==> src/rtl/vga_arb_pkg.sv <==
// Shared types and default sizing for the VGA/CPU memory arbiter.
package vga_arb_pkg;

    typedef enum logic [1:0] {
        ST_IDLE   = 2'd0,
        ST_VBURST = 2'd1,
        ST_CPU    = 2'd2
    } arb_state_e;

    localparam int DEF_ADDR_WIDTH = 21;
    localparam int DEF_DATA_WIDTH = 32;
    localparam int DEF_BURST_LEN  = 8;
    localparam int DEF_STARVE_MAX = 4;

    // Beat counter only needs to index 0..BURST_LEN-1 because bursts are a power of two.
    function automatic int beat_cnt_width(input int burst_len);
        return (burst_len > 1) ? $clog2(burst_len) : 1;
    endfunction

endpackage

==> src/rtl/vga_arb_burst_ctr.sv <==
// Beat counter, wrapping address incrementer and last-beat detect for one VGA burst.
module vga_arb_burst_ctr
    import vga_arb_pkg::*;
#(
    parameter int ADDR_WIDTH = DEF_ADDR_WIDTH,
    parameter int BURST_LEN  = DEF_BURST_LEN
) (
    input  logic                  clock_i,
    input  logic                  reset_i,
    input  logic                  clear_i,
    input  logic                  beat_i,
    input  logic [ADDR_WIDTH-1:0] addr_i,
    output logic [ADDR_WIDTH-1:0] next_addr_o,
    output logic                  last_o
);

    localparam int CNT_W = beat_cnt_width(BURST_LEN);
    localparam logic [CNT_W-1:0] CNT_LAST = CNT_W'(BURST_LEN - 1);

    logic [CNT_W-1:0] cnt_q;
    logic [CNT_W-1:0] cnt_d;

    always_comb begin
        cnt_d = cnt_q;
        if (clear_i) begin
            cnt_d = '0;
        end else if (beat_i) begin
            cnt_d = cnt_q + 1'b1;
        end
    end

    always_ff @(posedge clock_i) begin
        if (reset_i) begin
            cnt_q <= '0;
        end else begin
            cnt_q <= cnt_d;
        end
    end

    // Address simply rolls over at the top of memory; bursts need no alignment.
    assign next_addr_o = addr_i + 1'b1;
    assign last_o      = beat_i && (cnt_q == CNT_LAST);

endmodule

==> src/rtl/vga_mem_arbiter.sv <==
// Shares a single memory port between a burst-reading VGA client and a CPU.
// Define VGA_ARB_STARVE_GUARD_EN to force a pending CPU access after STARVE_MAX VGA bursts.
module vga_mem_arbiter
    import vga_arb_pkg::*;
#(
    parameter int ADDR_WIDTH = DEF_ADDR_WIDTH,
    parameter int DATA_WIDTH = DEF_DATA_WIDTH,
    parameter int BURST_LEN  = DEF_BURST_LEN,
    parameter int STARVE_MAX = DEF_STARVE_MAX
) (
    input  logic                  clock_i,
    input  logic                  reset_i,
    input  logic                  v_req_i,
    input  logic [ADDR_WIDTH-1:0] v_addr_i,
    output logic                  v_ack_o,
    output logic                  v_valid_o,
    output logic [DATA_WIDTH-1:0] v_data_o,
    output logic                  v_last_o,
    input  logic                  c_read_i,
    input  logic                  c_write_i,
    input  logic [ADDR_WIDTH-1:0] c_addr_i,
    input  logic [DATA_WIDTH-1:0] c_data_i,
    output logic [DATA_WIDTH-1:0] c_data_o,
    output logic                  c_ready_o,
    output logic                  mem_read_o,
    output logic                  mem_write_o,
    output logic [ADDR_WIDTH-1:0] mem_addr_o,
    output logic [DATA_WIDTH-1:0] mem_data_o,
    input  logic [DATA_WIDTH-1:0] mem_data_i,
    input  logic                  mem_ready_i
);

    if (BURST_LEN < 2 || BURST_LEN > 64 || (BURST_LEN & (BURST_LEN - 1)) != 0) begin : g_bad_burst_len
        $error("vga_mem_arbiter: BURST_LEN must be a power of two in 2..64");
    end
    if (STARVE_MAX < 1) begin : g_bad_starve_max
        $error("vga_mem_arbiter: STARVE_MAX must be at least 1");
    end

    arb_state_e            state_q, state_d;
    logic                  v_ack_q, v_ack_d;
    logic                  v_valid_q, v_valid_d;
    logic                  v_last_q, v_last_d;
    logic [DATA_WIDTH-1:0] v_data_q, v_data_d;
    logic                  c_ready_q, c_ready_d;
    logic [DATA_WIDTH-1:0] c_data_q, c_data_d;
    logic                  mem_read_q, mem_read_d;
    logic                  mem_write_q, mem_write_d;
    logic [ADDR_WIDTH-1:0] mem_addr_q, mem_addr_d;
    logic [DATA_WIDTH-1:0] mem_data_q, mem_data_d;

    logic                  cpu_pending;
    logic                  force_cpu;
    logic                  grant_cpu;
    logic                  grant_vga;
    logic                  beat_accept;
    logic                  beat_last;
    logic [ADDR_WIDTH-1:0] next_addr;

    // A simultaneous read and write is treated as a write.
    assign cpu_pending = c_read_i | c_write_i;
    assign grant_cpu   = (state_q == ST_IDLE) && cpu_pending && (force_cpu || !v_req_i);
    assign grant_vga   = (state_q == ST_IDLE) && v_req_i && !grant_cpu;
    assign beat_accept = (state_q == ST_VBURST) && mem_ready_i;

    vga_arb_burst_ctr #(
        .ADDR_WIDTH (ADDR_WIDTH),
        .BURST_LEN  (BURST_LEN)
    ) u_burst_ctr (
        .clock_i     (clock_i),
        .reset_i     (reset_i),
        .clear_i     (grant_vga),
        .beat_i      (beat_accept),
        .addr_i      (mem_addr_q),
        .next_addr_o (next_addr),
        .last_o      (beat_last)
    );

`ifdef VGA_ARB_STARVE_GUARD_EN
    localparam int STARVE_W = $clog2(STARVE_MAX + 1);
    localparam logic [STARVE_W-1:0] STARVE_LIMIT = STARVE_W'(STARVE_MAX);

    logic [STARVE_W-1:0] starve_q, starve_d;

    assign force_cpu = (starve_q == STARVE_LIMIT);

    // Only VGA grants that jump ahead of a waiting CPU count towards starvation.
    always_comb begin
        starve_d = starve_q;
        if (grant_cpu) begin
            starve_d = '0;
        end else if (grant_vga && cpu_pending && (starve_q != STARVE_LIMIT)) begin
            starve_d = starve_q + 1'b1;
        end
    end

    always_ff @(posedge clock_i) begin
        if (reset_i) begin
            starve_q <= '0;
        end else begin
            starve_q <= starve_d;
        end
    end
`else
    assign force_cpu = 1'b0;
`endif

    always_comb begin
        state_d     = state_q;
        v_ack_d     = 1'b0;
        v_valid_d   = 1'b0;
        v_last_d    = 1'b0;
        v_data_d    = v_data_q;
        c_ready_d   = 1'b0;
        c_data_d    = c_data_q;
        mem_read_d  = mem_read_q;
        mem_write_d = mem_write_q;
        mem_addr_d  = mem_addr_q;
        mem_data_d  = mem_data_q;

        case (state_q)
            ST_IDLE: begin
                if (grant_cpu) begin
                    state_d     = ST_CPU;
                    mem_write_d = c_write_i;
                    mem_read_d  = !c_write_i;
                    mem_addr_d  = c_addr_i;
                    mem_data_d  = c_write_i ? c_data_i : '0;
                end else if (grant_vga) begin
                    state_d     = ST_VBURST;
                    v_ack_d     = 1'b1;
                    mem_read_d  = 1'b1;
                    mem_write_d = 1'b0;
                    mem_addr_d  = v_addr_i;
                    mem_data_d  = '0;
                end
            end

            ST_VBURST: begin
                if (beat_accept) begin
                    v_valid_d  = 1'b1;
                    v_data_d   = mem_data_i;
                    mem_addr_d = next_addr;
                    if (beat_last) begin
                        v_last_d   = 1'b1;
                        mem_read_d = 1'b0;
                        state_d    = ST_IDLE;
                    end
                end
            end

            ST_CPU: begin
                if (mem_ready_i) begin
                    c_ready_d   = 1'b1;
                    if (!mem_write_q) begin
                        c_data_d = mem_data_i;
                    end
                    mem_read_d  = 1'b0;
                    mem_write_d = 1'b0;
                    mem_data_d  = '0;
                    state_d     = ST_IDLE;
                end
            end

            default: begin
                state_d     = ST_IDLE;
                mem_read_d  = 1'b0;
                mem_write_d = 1'b0;
                mem_data_d  = '0;
            end
        endcase
    end

    // Reset drops any transfer in flight without issuing its completion pulse.
    always_ff @(posedge clock_i) begin
        if (reset_i) begin
            state_q     <= ST_IDLE;
            v_ack_q     <= 1'b0;
            v_valid_q   <= 1'b0;
            v_last_q    <= 1'b0;
            v_data_q    <= '0;
            c_ready_q   <= 1'b0;
            c_data_q    <= '0;
            mem_read_q  <= 1'b0;
            mem_write_q <= 1'b0;
            mem_addr_q  <= '0;
            mem_data_q  <= '0;
        end else begin
            state_q     <= state_d;
            v_ack_q     <= v_ack_d;
            v_valid_q   <= v_valid_d;
            v_last_q    <= v_last_d;
            v_data_q    <= v_data_d;
            c_ready_q   <= c_ready_d;
            c_data_q    <= c_data_d;
            mem_read_q  <= mem_read_d;
            mem_write_q <= mem_write_d;
            mem_addr_q  <= mem_addr_d;
            mem_data_q  <= mem_data_d;
        end
    end

    assign v_ack_o     = v_ack_q;
    assign v_valid_o   = v_valid_q;
    assign v_last_o    = v_last_q;
    assign v_data_o    = v_data_q;
    assign c_ready_o   = c_ready_q;
    assign c_data_o    = c_data_q;
    assign mem_read_o  = mem_read_q;
    assign mem_write_o = mem_write_q;
    assign mem_addr_o  = mem_addr_q;
    assign mem_data_o  = mem_data_q;

endmodule

==> config.mk <==
export PLATFORM = sky130hd
export DESIGN_NAME = vga_mem_arbiter
export DESIGN_NICKNAME = d
export VERILOG_FILES = /design/src/rtl/vga_arb_pkg.sv /design/src/rtl/vga_arb_burst_ctr.sv /design/src/rtl/vga_mem_arbiter.sv
export SDC_FILE = /design/constraint.sdc
export NUM_CORES = 1
export LEC_CHECK = 0
export ABC_AREA = 1
export BUFFER_PORTS_ARGS = -buffer_cell sky130_fd_sc_hd__buf_2
export CORE_MARGIN = 2
export CORE_UTILIZATION = 30
export CTS_CLUSTER_DIAMETER = 40
export DETAILED_ROUTE_END_ITERATION = 8
export PLACE_DENSITY = 0.6
export SETUP_SLACK_MARGIN = 0.1
export SYNTH_ARGS = -nofsm -noshare
export SYNTH_HDL_FRONTEND = slang
export SYNTH_SLANG_ARGS = --single-unit
==> constraint.sdc <==
create_clock -name clock_i -period 1.3 [get_ports clock_i]
set_input_delay 0.26 -clock clock_i [delete_from_list [all_inputs] [get_ports clock_i]]
set_output_delay 0.26 -clock clock_i [all_outputs]
set_load 0.01 [all_outputs]
After elaboration in Yosys (flattened, before gate mapping)
Cells that the tools add are included.

Add/subtract/negate cells: 2. Eq/ne operators: 7. Multiplexer cells: 28. Bitwise gates (word level): 6. Reduce and logical (&&, ||, !) cells: 21.

Operators with widths (number): $mux W32 (4); $pmux W32 S3 (1); $mux W21 (3); $pmux W21 S2 (1); $add A21 B1 Y21 const B (1); $mux W1 (11); $mux W2 (5); $reduce_and A3 Y1 (3); $logic_and A1 B1 Y1 (6); $pmux W1 S3 (2); $pmux W2 S3 (1); $reduce_or A2 Y1 (3); $reduce_or A3 Y1 (2); $not A1 Y1 (5); $ne A2 B2 Y1 const B (2); $reduce_and A4 Y1 (1); $add A3 B1 Y3 const B (1); $eq A3 B3 Y1 const B (1); $logic_not A1 Y1 (3); $ne A3 B3 Y1 const B (1); $eq A2 B1 Y1 const B (1); $eq A2 B2 Y1 const B (1); $logic_not A2 Y1 (1); $ne A2 B1 Y1 const B (1); 3 further kinds (3).

Flip-flop bits (word level): 128. Logic and storage cells: 76.

Depth between registers and ports, before layout
Word-level depth: 8. Depth in mapped cells: 10. Depth with buffers taken out: 10.

By module
Synthesis repeated with hierarchy kept, for this count alone.

Cells, all modules: 781. Area total of the unflattened synthesis: 5615.4 um^2.

Modules (own cells, without submodules): vga_mem_arbiter (times used 1, cells an instance 675, area each 4947.2 um^2, sequential area each 2502.4 um^2); vga_arb_burst_ctr (times used 1, cells an instance 106, area each 668.1 um^2, sequential area each 60.1 um^2).

Worst setup path after synthesis
OpenSTA, ideal clock, no wires.

Kind: register to register. Start point: reg mem_addr_q[1] (netlist: mem_addr_o[1]). End point: reg mem_addr_q[16] (netlist: mem_addr_o[16]). Setup time: 0.066 ns. Arrival: 1.365 ns. Data required time: 1.234 ns. Slack: -0.131 ns. Cell stages (with the launch flop): 10. Clock period less this slack: 1.431 ns. Path through: dfxtp_1 > ha_1 > nand2_1 > nor2_2 > nand2_1 > nor2_1 > nand2_1 > nand2_1 > nand3_1 > a21oi_2.

Longest elaborated chain between the ends: 3.

RTL lines: from (decl) (RTL line vga_mem_arbiter.sv:49) `logic [ADDR_WIDTH-1:0] mem_addr_q, mem_addr_d;`; from (signal assigned) (RTL line vga_mem_arbiter.sv:198) `mem_addr_q <= mem_addr_d;`; $add A21 B1 Y21 (RTL line vga_arb_burst_ctr.sv:41) `assign next_addr_o = addr_i + 1'b1;`; $mux W21 (RTL line vga_mem_arbiter.sv:140) `if (beat_accept) begin`; $pmux W21 S2 (RTL line vga_mem_arbiter.sv:121) `case (state_q)`.

Every way passes these cells. The select of a mux whose other input is x is not followed. A chain may end at the register's enable or synchronous reset.

Worst setup path after layout
Start point: reg state_q[1]. End point: reg mem_data_q[20] (netlist: mem_data_o[20]).

Longest elaborated chain between the ends: 7. Elaborated cells between the ends (all ways): 14. Those cells by class: eq/ne (4); mux (2); bitwise (1); reduce/logical (7).

RTL lines: from (decl) (RTL line vga_mem_arbiter.sv:40) `arb_state_e state_q, state_d;`; from (signal assigned) (RTL line vga_mem_arbiter.sv:189) `state_q <= state_d;`; $logic_not A2 Y1 (RTL line vga_mem_arbiter.sv:62, vga_mem_arbiter.sv:63, vga_mem_arbiter.sv:121); $logic_and A1 B1 Y1 (2 in a row) (RTL line vga_mem_arbiter.sv:62) `assign grant_cpu = (state_q == ST_IDLE) && cpu_pending && (force_cpu || !v_req_i);`; $logic_not A1 Y1 (RTL line vga_mem_arbiter.sv:63) `assign grant_vga = (state_q == ST_IDLE) && v_req_i && !grant_cpu;`; $logic_and A1 B1 Y1 (RTL line vga_mem_arbiter.sv:63); $ne A3 B3 Y1 (no source line); $reduce_and A3 Y1 (no source line); to (signal assigned) (RTL line vga_mem_arbiter.sv:199) `mem_data_q <= mem_data_d;`; to (decl) (RTL line vga_mem_arbiter.sv:50) `logic [DATA_WIDTH-1:0] mem_data_q, mem_data_d;`.

Parallel ways exist; a longest one is shown, timed or not.

==> metrics.csv <==
stage,metric,value,unit
drt,DR vias,6658,
critical_path,"critical path fanouts, max",6,
layout,Layout area overhead,82.8,%
layout,# fillers,1690,
drt,Routed WL,21900,um
timing,worst rel slew slack,0.626,
pwr,worst vdd ir,0.971,mV
timing,worst setup margin,-0.101,ns
logic_synthesis,Synth area leaders,"dfxtp_1 (45%), nand2_1 (13%), a21oi_1 (8.0%)",
drt,routed len/inst,15.9,um
drt,drt drc,0,
timing,min Tclk post-route,1.40,ns
cts,CTS buffer count,17,
drt,drt initial violations,278,
timing,Max Transition Viols Final,0,
cts,# H-tree levels,4,
layout,share of layout cells above drive strength 1,0.571,
cts,# clock sinks,128,
run_status,status,finished with violations,
pwr,Static Leak,4.87,nW
cts,Root Buffer Master,clkbuf_16,
pwr,Power Density,1160,mW/mm^2
logic_synthesis,Main synth FF type,dfxtp_1,
layout,non-filler instance count after layout,1375,
layout,Final nets,1243,
floorplan,row count,50,
floorplan,initial core utilization,0.306,
cts,Worst-path clk slew,0.06,ns
timing,RSZ-0062 raised after global routing,yes,
job,Max Cap Violations,0,
global_route,antenna violations before repair,0,
layout,area of the multi-input gates,0.00390,mm^2
global_route,first-pass GRT wire length,31500,um
floorplan,Die Y,142,um
worst_hold_path,Hold Path Class,in2reg,
floorplan,I/O pin cnt,235,
drt,Post-DRT Antenna Nets,0,
timing,final setup fails,104,
layout,FF+latch area,0.00265,mm^2
logic_synthesis,Post-synth EDFFs,0,
logic_synthesis,Syn Nets,933,
timing,Worst-Margin Slew,0.561,ns
logic_synthesis,sequential share of the synthesized area,0.450,
critical_path,"Data arrival, critical path",1.74,ns
critical_path,Setup crit end kind,flop,
global_route,number of global-route vias before repair,6244,
placed_design,HPWL after DPL,13000,um
drt,vias per std cell,4.84,
global_route,grt total ovfl,0,
placed_design,dpl cells,1299,
logic_synthesis,Yosys Warn Count,0,
drt,Pre-antenna DRT Iters,4,
global_route,largest net degree at the start of global routing,76,
floorplan,DIE AREA,0.0201,mm^2
logic_synthesis,Cell variety after synth,32,
logic_synthesis,share of the synthesized area in the top cell type,0.450,
logic_synthesis,syn_area_per_cell,6.97,um^2
timing,Fin Clk Skew,0.00888,ns
global_route,Global Route Usage Sum,0.198,
critical_path,nature of the critical path startpoint,flop,
floorplan,Core Area,0.0186,mm^2
logic_synthesis,asr flop ratio synth,0,
logic_synthesis,cell count after synthesis,818,
pwr,"Power, Total",12.1,mW
cts,CTS Buffer Depth,2,
timing,Max Clk Rate,0.714,GHz
critical_path,Worst EP required,1.64,ns
layout,# diodes,0,
timing,final hold vios,0,
floorplan,Die X-Extent,142,um
logic_synthesis,Seq cells post-synth,128,
critical_path,CP Class,reg2reg,
logic_synthesis,Mapped Area,0.00570,mm^2
run_status,failing checks,setup timing,
placed_design,port bufs,234,
logic_synthesis,cell taking the most area after synthesis,dfxtp_1,
timing,final worst path period share,1.08,
placed_design,GP Congestion,0.857,
cts,"Clk Latency, worst-skew pair",0.41,ns
cts,CTS tree,built,
-- registers in the layout, summed over array words and instances (netlist names) --
| register | count |
|---|---|
| v_data_o | 32 |
| u_burst_ctr.cnt_q | 3 |
| c_data_o | 32 |
| mem_write_o | 1 |
| v_ack_o | 1 |
| mem_addr_o | 21 |
| mem_data_o | 32 |
| c_ready_o | 1 |
| v_valid_o | 1 |
| v_last_o | 1 |
| mem_read_o | 1 |
| state_q | 2 |
-- final cells by class --
| type | instances | area share |
|---|---|---|
| multi-input combinational | 573 | 0.374 |
| timing repair buffer | 338 | 0.259 |
| sequential | 128 | 0.255 |
| clock buffer | 22 | 0.0465 |
| inverter | 69 | 0.0292 |
| tap | 234 | 0.0281 |
| clock inverter | 10 | 0.00721 |
| timing repair inverter | 1 | 0.000841 |
-- worst max-delay path: stages, from the launching register on --
cell,delay [ns]
dfxtp_4,0.36
nor2_4,0.15
buf_6,0.12
nand4_4,0.11
nand3_4,0.20
clkbuf_16,0.22
nand2_4,0.05
a21oi_2,0.12
-- per-stage QoR --
stage	utilization	worst slack, ns	setup TNS, ns	hold slack, ns	area (um^2)
finish	0.559	-0.101	-4.32	0.0867	10400
global route	0.559	-0.177	-11.38	0.0675	10400
CTS	0.488	-0.0467	-1.26	0.0726	9090
detailed placement	0.407	-0.116	-4.69	0.448	7590
global placement	0.407	-0.0829	-2.33	0.442	7590
floorplan	-	0.00869	0	0.395	5770
-- cells in the mapped netlist, drive strengths merged (13+ instances only) --
| cell | n |
|---|---|
| nor2 | 121 |
| buf | 29 |
| nand3 | 72 |
| nand4 | 13 |
| dfxtp | 128 |
| inv | 69 |
| nand2 | 195 |
| a21oi | 95 |
| o21ai | 61 |
| clkbuf | 19 |
-- repair_timing --
item	in CTS	in global routing
endpoints found under the setup margin	146	149
hold buffers	0	0
cloned	8	12
buffers inserted	22	8
gates resized for setup	150	304
pin swaps	36	71
-- final timing paths --
path / start / to / slack (ns) / depth (start not counted)
max: state_q[1] / mem_data_o[20] / -0.10 / 7
min reg2reg: mem_data_o[9] / mem_data_o[9] / 0.46 / 2
min: c_data_i[14] / mem_data_o[14] / 0.09 / 3
max reg2reg: state_q[1] / mem_data_o[20] / -0.10 / 7
-- kinds of logic after synthesis --
group                    Yosys count  share of synthesized area
adder cells (fa/ha/maj)            3                    0.00659
AND/OR/NAND/NOR                  406                      0.302
AO/OA/AOI/OAI                    162                      0.148
XOR/XNOR                           2                    0.00307
flip-flops                       128                      0.450
buffers and inverters            117                     0.0900
-- cell usage in the layout (no fill, tap or decap), drive strengths merged, types with 2 or more instances in the layout --
cell type	n
buf	329
nand2	195
dfxtp	128
nor2	121
a21oi	95
inv	74
nand3	72
o21ai	61
clkbuf	31
nand4	13
clkinv	4
o21bai	3
or2	3
o211ai	3
ha	3
xor2	2
clkinvlp	2
-- layer usage --
metal  GRT usage  vias up  wire length (um)
met5           0        -                 0
met1       0.238     3113              9350
met3      0.0516       42              1190
met2       0.345      217             10800
met4      0.0653        0               543
li1            -     3286                 -
-- report_power, final --
part / switching (mW) / leakage (nW) / total (mW) / internal [mW]
Clock: 1.86 / 0.274 / 4.52 / 2.66
Sequential: 0.249 / 1.06 / 4.44 / 4.19
Combinational: 1.62 / 3.54 / 3.10 / 1.48
Total: 3.73 / 4.87 / 12.1 / 8.33
Note: power is estimated with default switching activity, not from simulation.
